`src/rtl/inst_fetch.sv`:
```
// Instruction fetch initiator: PC owner, 1-cycle memory pairing, one-entry skid buffer, redirect flush.
// Optional accepted-instruction counter enabled with `define IFU_PERF_CNT_EN.
module inst_fetch #(
    parameter int ADDR_W   = 3,
    parameter int INST_W   = 16,
    parameter int RESET_PC = 0
) (
    input  logic              clk,
    input  logic              rst_n,
    input  logic              run,
    output logic [ADDR_W-1:0] mem_addr,
    input  logic [INST_W-1:0] mem_inst,
    output logic              out_valid,
    input  logic              out_ready,
    output logic [INST_W-1:0] out_inst,
    output logic [ADDR_W-1:0] out_pc,
    input  logic              redirect_valid,
    input  logic [ADDR_W-1:0] redirect_pc,
    output logic [15:0]       perf_cnt
);

    // state  | meaning
    // EMPTY  | nothing in flight, nothing buffered
    // STREAM | word in flight: memory returns it this cycle, tagged with pend_pc
    // HOLD   | stalled word parked in the skid buffer, no fetch in flight
    typedef enum logic [1:0] {
        EMPTY  = 2'd0,
        STREAM = 2'd1,
        HOLD   = 2'd2
    } state_t;

    localparam logic [ADDR_W-1:0] RST_PC = ADDR_W'(RESET_PC);

    state_t            state;
    logic [ADDR_W-1:0] pc;
    logic [ADDR_W-1:0] pend_pc;
    logic [ADDR_W-1:0] skid_pc;
    logic [INST_W-1:0] skid_inst;
    logic              pend;
    logic              skid_valid;
    logic              issue;

    assign pend       = (state == STREAM);
    assign skid_valid = (state == HOLD);
    assign mem_addr   = pc;

    always_comb begin
        out_inst = '0;
        out_pc   = pend_pc;
        if (skid_valid) begin
            out_inst = skid_inst;
            out_pc   = skid_pc;
        end else if (pend) begin
            out_inst = mem_inst;
            out_pc   = pend_pc;
        end
    end

    assign out_valid = (skid_valid || pend) && !redirect_valid;
    assign issue     = run && !redirect_valid && (out_ready || !out_valid);

    always_ff @(posedge clk or negedge rst_n) begin
        if (!rst_n) begin
            state     <= EMPTY;
            pc        <= RST_PC;
            pend_pc   <= RST_PC;
            skid_pc   <= RST_PC;
            skid_inst <= '0;
        end else if (redirect_valid) begin
            state <= EMPTY;
            pc    <= redirect_pc;
        end else begin
            if (issue) begin
                pc      <= pc + ADDR_W'(1);
                pend_pc <= pc;
            end
            case (state)
                EMPTY: begin
                    if (issue) state <= STREAM;
                end
                STREAM: begin
                    // The memory word is only valid this cycle, so a stall must capture it now.
                    if (!out_ready) begin
                        state     <= HOLD;
                        skid_inst <= mem_inst;
                        skid_pc   <= pend_pc;
                    end else if (!issue) begin
                        state <= EMPTY;
                    end
                end
                HOLD: begin
                    if (out_ready) state <= issue ? STREAM : EMPTY;
                end
                default: state <= EMPTY;
            endcase
        end
    end

`ifdef IFU_PERF_CNT_EN
    logic xfer;

    assign xfer = out_valid && out_ready;

    always_ff @(posedge clk or negedge rst_n) begin
        if (!rst_n) begin
            perf_cnt <= '0;
        end else if (xfer && (perf_cnt != 16'hFFFF)) begin
            perf_cnt <= perf_cnt + 16'd1;
        end
    end
`else
    assign perf_cnt = '0;
`endif

endmodule

```
`config.mk`:
```
export PLATFORM = sky130hd
export DESIGN_NAME = inst_fetch
export DESIGN_NICKNAME = d
export VERILOG_FILES = /design/src/rtl/inst_fetch.sv
export SDC_FILE = /design/constraint.sdc
export NUM_CORES = 1
export LEC_CHECK = 0
export BUFFER_PORTS_ARGS = -buffer_cell sky130_fd_sc_hd__buf_2
export CAP_MARGIN = 20
export CORE_UTILIZATION = 30
export CTS_BUF_LIST = sky130_fd_sc_hd__clkbuf_8 sky130_fd_sc_hd__clkbuf_16
export CTS_CLUSTER_DIAMETER = 60
export DETAILED_ROUTE_END_ITERATION = 10
export HOLD_SLACK_MARGIN = 0.15
export PLACE_DENSITY = 0.65
export SLEW_MARGIN = 20
export SYNTH_ARGS = -nofsm -noshare
export SYNTH_HDL_FRONTEND = slang
export SYNTH_SLANG_ARGS = --single-unit
```
`constraint.sdc`:
```
create_clock -name clk -period 2.5 [get_ports clk]
set_input_delay 0 -clock clk [delete_from_list [all_inputs] [get_ports clk]]
set_output_delay 0 -clock clk [all_outputs]
set_load 0.02 [all_outputs]
```
**After elaboration in Yosys (flattened, before gate mapping)**

Cells that the tools add are included.

- Register bits: 27
- Input port bits: 24
- Logic and storage cells: 37

- Add/sub/neg operators: 1
- Equality and inequality tests: 5
- Multiplexer cells: 12
- Bitwise logic cells: 2
- Reduce and logical (&&, ||, !) cells: 12

Operator list:

| operator | number |
|---|---|
| 16-bit two-way mux | 2 |
| 2-bit two-way mux | 5 |
| 3-bit two-way mux | 3 |
| 3-bit != test (second input constant) | 2 |
| 2-bit one-hot mux with 3 select lines | 1 |
| 3-bit AND reduction | 2 |
| 4-bit != test (second input constant) | 1 |
| 3-bit by 1-bit adder with 3-bit output (second input constant) | 1 |
| 1-bit logical AND | 3 |
| 2-bit by 1-bit == test with 1-bit output (second input constant) | 1 |
| 2-bit == test (second input constant) | 1 |
| 1-bit zero test | 2 |
| 2-bit zero test | 1 |
| 1-bit logical OR | 2 |
| 1-bit inverter | 2 |
| 2-bit AND reduction | 1 |
| 2-bit nonzero test | 1 |
| 1-bit two-way mux | 1 |

**Longest topological paths before layout**

- Depth in word-level cells: 10
- Gate-level depth with buffers: 6

**Worst setup path before layout**

OpenSTA, ideal clock, no wires.

- Path type: register to register
- Start: reg state[0]
- End: reg state[0]
- Setup time: 74 ps
- Arrival: 1480 ps
- Path slack: 946 ps
- Stages on the path, launching flop included: 7
- Path buffers: 0
- Cell sequence: dfrtp_1 inv_1 ha_1 a21oi_2 o221ai_2 or3_1 a21oi_2

- Longest elaborated chain between the ends: 10
- Elaborated cells between the ends (all ways): 16
- Classes of those cells: 5 x eq/ne; 4 x mux; 7 x reduce/logical

Ends and longest elaborated chain:

| item | line | source |
|---|---|---|
| start, declared | 34 | `state_t state;` |
| start signal, assigned | 92 | `if (out_ready) state <= issue ? STREAM : EMPTY;` |
| 2-bit == test / 2-bit by 1-bit == test with 1-bit output (equally long branches) | 44, 77, 43 |  |
| 1-bit logical OR | 59 | `assign out_valid = (skid_valid \|\| pend) && !redirect_valid;` |
| 1-bit logical AND | 59 |  |
| 1-bit zero test | 60 | `assign issue = run && !redirect_valid && (out_ready \|\| !out_valid);` |
| 1-bit logical OR | 60 |  |
| 1-bit logical AND | 60 |  |
| 1-bit two-way mux | 92 |  |
| 2-bit two-way mux | 92 |  |
| 2-bit one-hot mux with 3 select lines | 77 | `case (state)` |
| 2-bit two-way mux | 69 | `end else if (redirect_valid) begin` |

Several ways; a longest one is shown, not always the timed one. The select of a mux whose other input is x is not followed.
A chain may end at the register's enable or synchronous reset.

**Worst setup path after layout**

- Start: reg state[0]
- End: reg pc[1], in the netlist mem_addr[1]

- Longest elaborated chain between the ends: 7
- Elaborated cells between the ends (all ways): 8
- Classes of those cells: 2 x eq/ne; 6 x reduce/logical

Ends and longest elaborated chain:

| item | line | source |
|---|---|---|
| 2-bit == test / 2-bit by 1-bit == test with 1-bit output (equally long branches) | 44, 43 |  |
| 1-bit logical OR * | 59 |  |
| 1-bit logical AND * | 59 |  |
| 1-bit zero test * | 60 |  |
| 1-bit logical OR * | 60 |  |
| 1-bit logical AND * | 60 |  |
| 2-bit nonzero test (no line) * | - |  |
| end signal, assigned | 71 | `pc <= redirect_pc;` |
| end signal, assigned | 74 | `pc <= pc + ADDR_W'(1);` |
| end, declared | 35 | `logic [ADDR_W-1:0] pc;` |

Every way passes the cells marked *; elsewhere a longest branch is shown, timed or not.

==> impl_metrics.csv <==
group,metric,value,unit
power,power.internal,1.15,mW
layout,nets,230,
timing,rsz0062_at_grt,"no",
floorplan,die_w,72.8,um
critical_path,cp_cell_sequence,"inv_1, ha_1, nand2b_1, nand2_2, mux2i_1, o21ai_0, dlygate4sd3_1",
synth,syn_avg_cell_area,11.9,um2
critical_path,worst_path_max_delay_cell,"dlygate4sd3_1",
placed_design,numPortBuffers,46,
grt,grt_first_pass_wirelength,5180,um
power,cellPowerDensity,882,nW/um2
critical_path,crit_fanout,4,
floorplan,rows,25,
placed_design,dp.cells,236,
floorplan,die_h,72.8,um
critical_path,max_stage_delay,580,ps
placed_design,gp_congestion,0.662,
route,drt_first_pass_iters,4,
floorplan,core,4790,um2
critical_path,start_kind,"register",
power,p_comb_share,46.1,%
cts,hold_buffers,27,
route,vias,1160,
cts,cts_buffer_depth,2,
timing,hold_viol,0,
layout,antenna_cells,0,
run,cap_viol_max_count,0,
floorplan,start_util,31.5,%
min_path,hp-class,"in -> reg",
power,clkPwrFrac,14.1,%
cts,root_buffer,"clkbuf_8",
synth,yosysUniqueCellTypes,24,
route,drt_wl_total,3110,um
floorplan,dieArea,5300,um2
grt,grt_usage,12.9,%
timing,finalCritPeriodShare,81.9,%
critical_path,crit_required,2670,ps
layout,design_area,2080,um2
timing,worstMarginPinSlew,646,ps
cts,cts_tree,"yes",
cts,post_cts_buffers,0,
layout,multi_input_area,736,um2
critical_path,arrival,2210,ps
power,p_total,1.83,mW
route,drtIter0Drc,27,
timing,finalSetupViolations,0,
synth,synth_warnings,0,
timing,slew_viol_final,0,
timing,period_needed,2050,ps
synth,synthCells,127,
cts,clock_latency,280,ps
cts,path_clk_slew,100,ps
power,power.switching,0.682,mW
timing,fmax,488,MHz
critical_path,ff2ff_setup_slack,450,ps
route,route.detailed.drc,0,
layout,instances_no_fill,267,
layout,n_fill_cell,476,
synth,yosysSeqAreaShare,44.9,%
route,drt-wirelength-per-cell,11.7,um
timing,slew_headroom,56.8,%
power,max-vdd-ir-drop,0.000417,V
grt,grt_max_degree,28,
layout,seq_area,676,um2
synth,ys_ff_latch,27,
outcome,outcome,"complete, no violations",
grt,antenna_found_initial,0,
layout,syn2layout_area_growth,38.1,%
power,p_sw_share,37.2,%
critical_path,crit_buf_inv,2,
placed_design,dp_hpwl,2000,um
layout,final_cell_mix,"buf_2 (46), dlygate4sd3_1 (27), dfrtp_1 (27), mux2_2 (24), conb_1 (16)",
layout,layout_commonest_cell,"buf_2",
cts,cts_inserted_buffers,3,
timing,setup_tns,0,ps
layout,drive_gt1_share,42.0,%
critical_path,crit_family,"buffers and inverters",
critical_path,cp-end-kind,"register",
route,ant_nets,0,
critical_path,critPathKind,"reg -> reg",
layout,fin_util,43.4,%
cts,htree_levels,1,
timing,final.setup_skew,4.46,ps
route,vias_per_cell,4.34,
cts,cts.sinks,27,
power,p_leak,1.01,nW
power,power.share.sequential,39.8,%
placed_design,place_area,1760,um2
grt,first_global_vias,1170,
cts,cts_resized,0,
floorplan,pin_count,63,
synth,syn_area,1510,um2
grt,overflow,0,
==> worst reg2reg max path, delay by kind of cell (launching register included) <==
family	cells	cell delay, ps
compound gates	1	90
fa+ha+maj	1	340
buf+inv	2	660
flops	1	420
mux	1	190
simple gates	2	250
==> per-layer routing <==
metal / part of all wire, % / global-route usage (%) / vias to the layer above / routed length [um]
met1: 43 / 14.7 / 556 / 1340
li1: - / - / 562 / -
met2: 52 / 24.2 / 40 / 1630
met5: 0 / 0 / - / 0
met3: 4.4 / 3.31 / 2 / 138
met4: 0.42 / 2.61 / 0 / 13
==> Yosys cell counts (all sizes together) <==
cell     n  area share, %
clkbuf   2           0.50
nand2b   3            1.2
nand2    7            1.9
conb     1           0.25
a21oi    2            1.2
nor2     1           0.42
o221ai   1            1.0
inv      3           0.75
a22o    15            8.7
ha       5            4.2
xor2     2            1.2
mux2    25             19
nor3b    1           0.83
mux2i    2            1.3
a31oi    1           0.42
dfrtp   27             45
buf     20            9.3
nor2b    2           0.83
o21ai    4            1.3
or3      1           0.42
nand3    2           0.67
==> through the flow <==
step                worst slack (ps)  hold slack, ps
floorplan                        946            -296
global placement                 487            62.8
detailed placement               473            58.9
CTS                              144             165
global route                     302             193
finish                           453             180
==> state kept, by name, summed over array words and instances (netlist names) <==
name / count
mem_addr: 3
pend_pc: 3
skid_inst: 16
skid_pc: 3
state: 2
==> power groups by stage <==
stage | Sequential (mW) | Clock, mW | Combinational [mW]
CTS | 0.731 | 0.276 | 0.853
floorplan | 0.722 | 0 | 0.623
global placement | 0.734 | 0 | 0.803
detailed placement | 0.741 | 0 | 0.810
finish | 0.730 | 0.258 | 0.845
global route | 0.758 | 0.284 | 0.926
==> path summary, 6_finish.rpt <==
kind,cells after the start,from,end
worst max-delay path,7,state[0],mem_addr[1]
worst min-delay path,4,out_ready,state[0]
worst max register to register,7,state[0],mem_addr[1]
worst min register to register,1,skid_pc[0],skid_pc[0]
max in group asynchronous,2,rst_n,skid_pc[0]
min in group asynchronous,2,rst_n,state[0]
==> logic make-up (layout without fill, tap and decap cells) <==
kind of cell | after synthesis | in the layout | synth area share [%]
AO/OA/AOI/OAI | 23 | 23 | 12.6
AND/OR/NAND/NOR | 17 | 17 | 6.32
buffers and inverters | 25 | 83 | 10.6
XOR/XNOR | 2 | 2 | 1.16
flip-flops | 27 | 27 | 44.9
adder cells (fa/ha/maj) | 5 | 5 | 4.16
other | 1 | 16 | 0.249
multiplexers | 27 | 27 | 20.0
==> cell type report <==
cell class	count	area share, %
clock buffer	3	1.99
clock inverter	1	0.361
inverter	3	0.542
multi-input combinational	90	35.4
sequential	27	32.5
tap	67	4.03
timing repair buffer	76	25.2
Note: power is estimated with default switching activity, not from simulation.
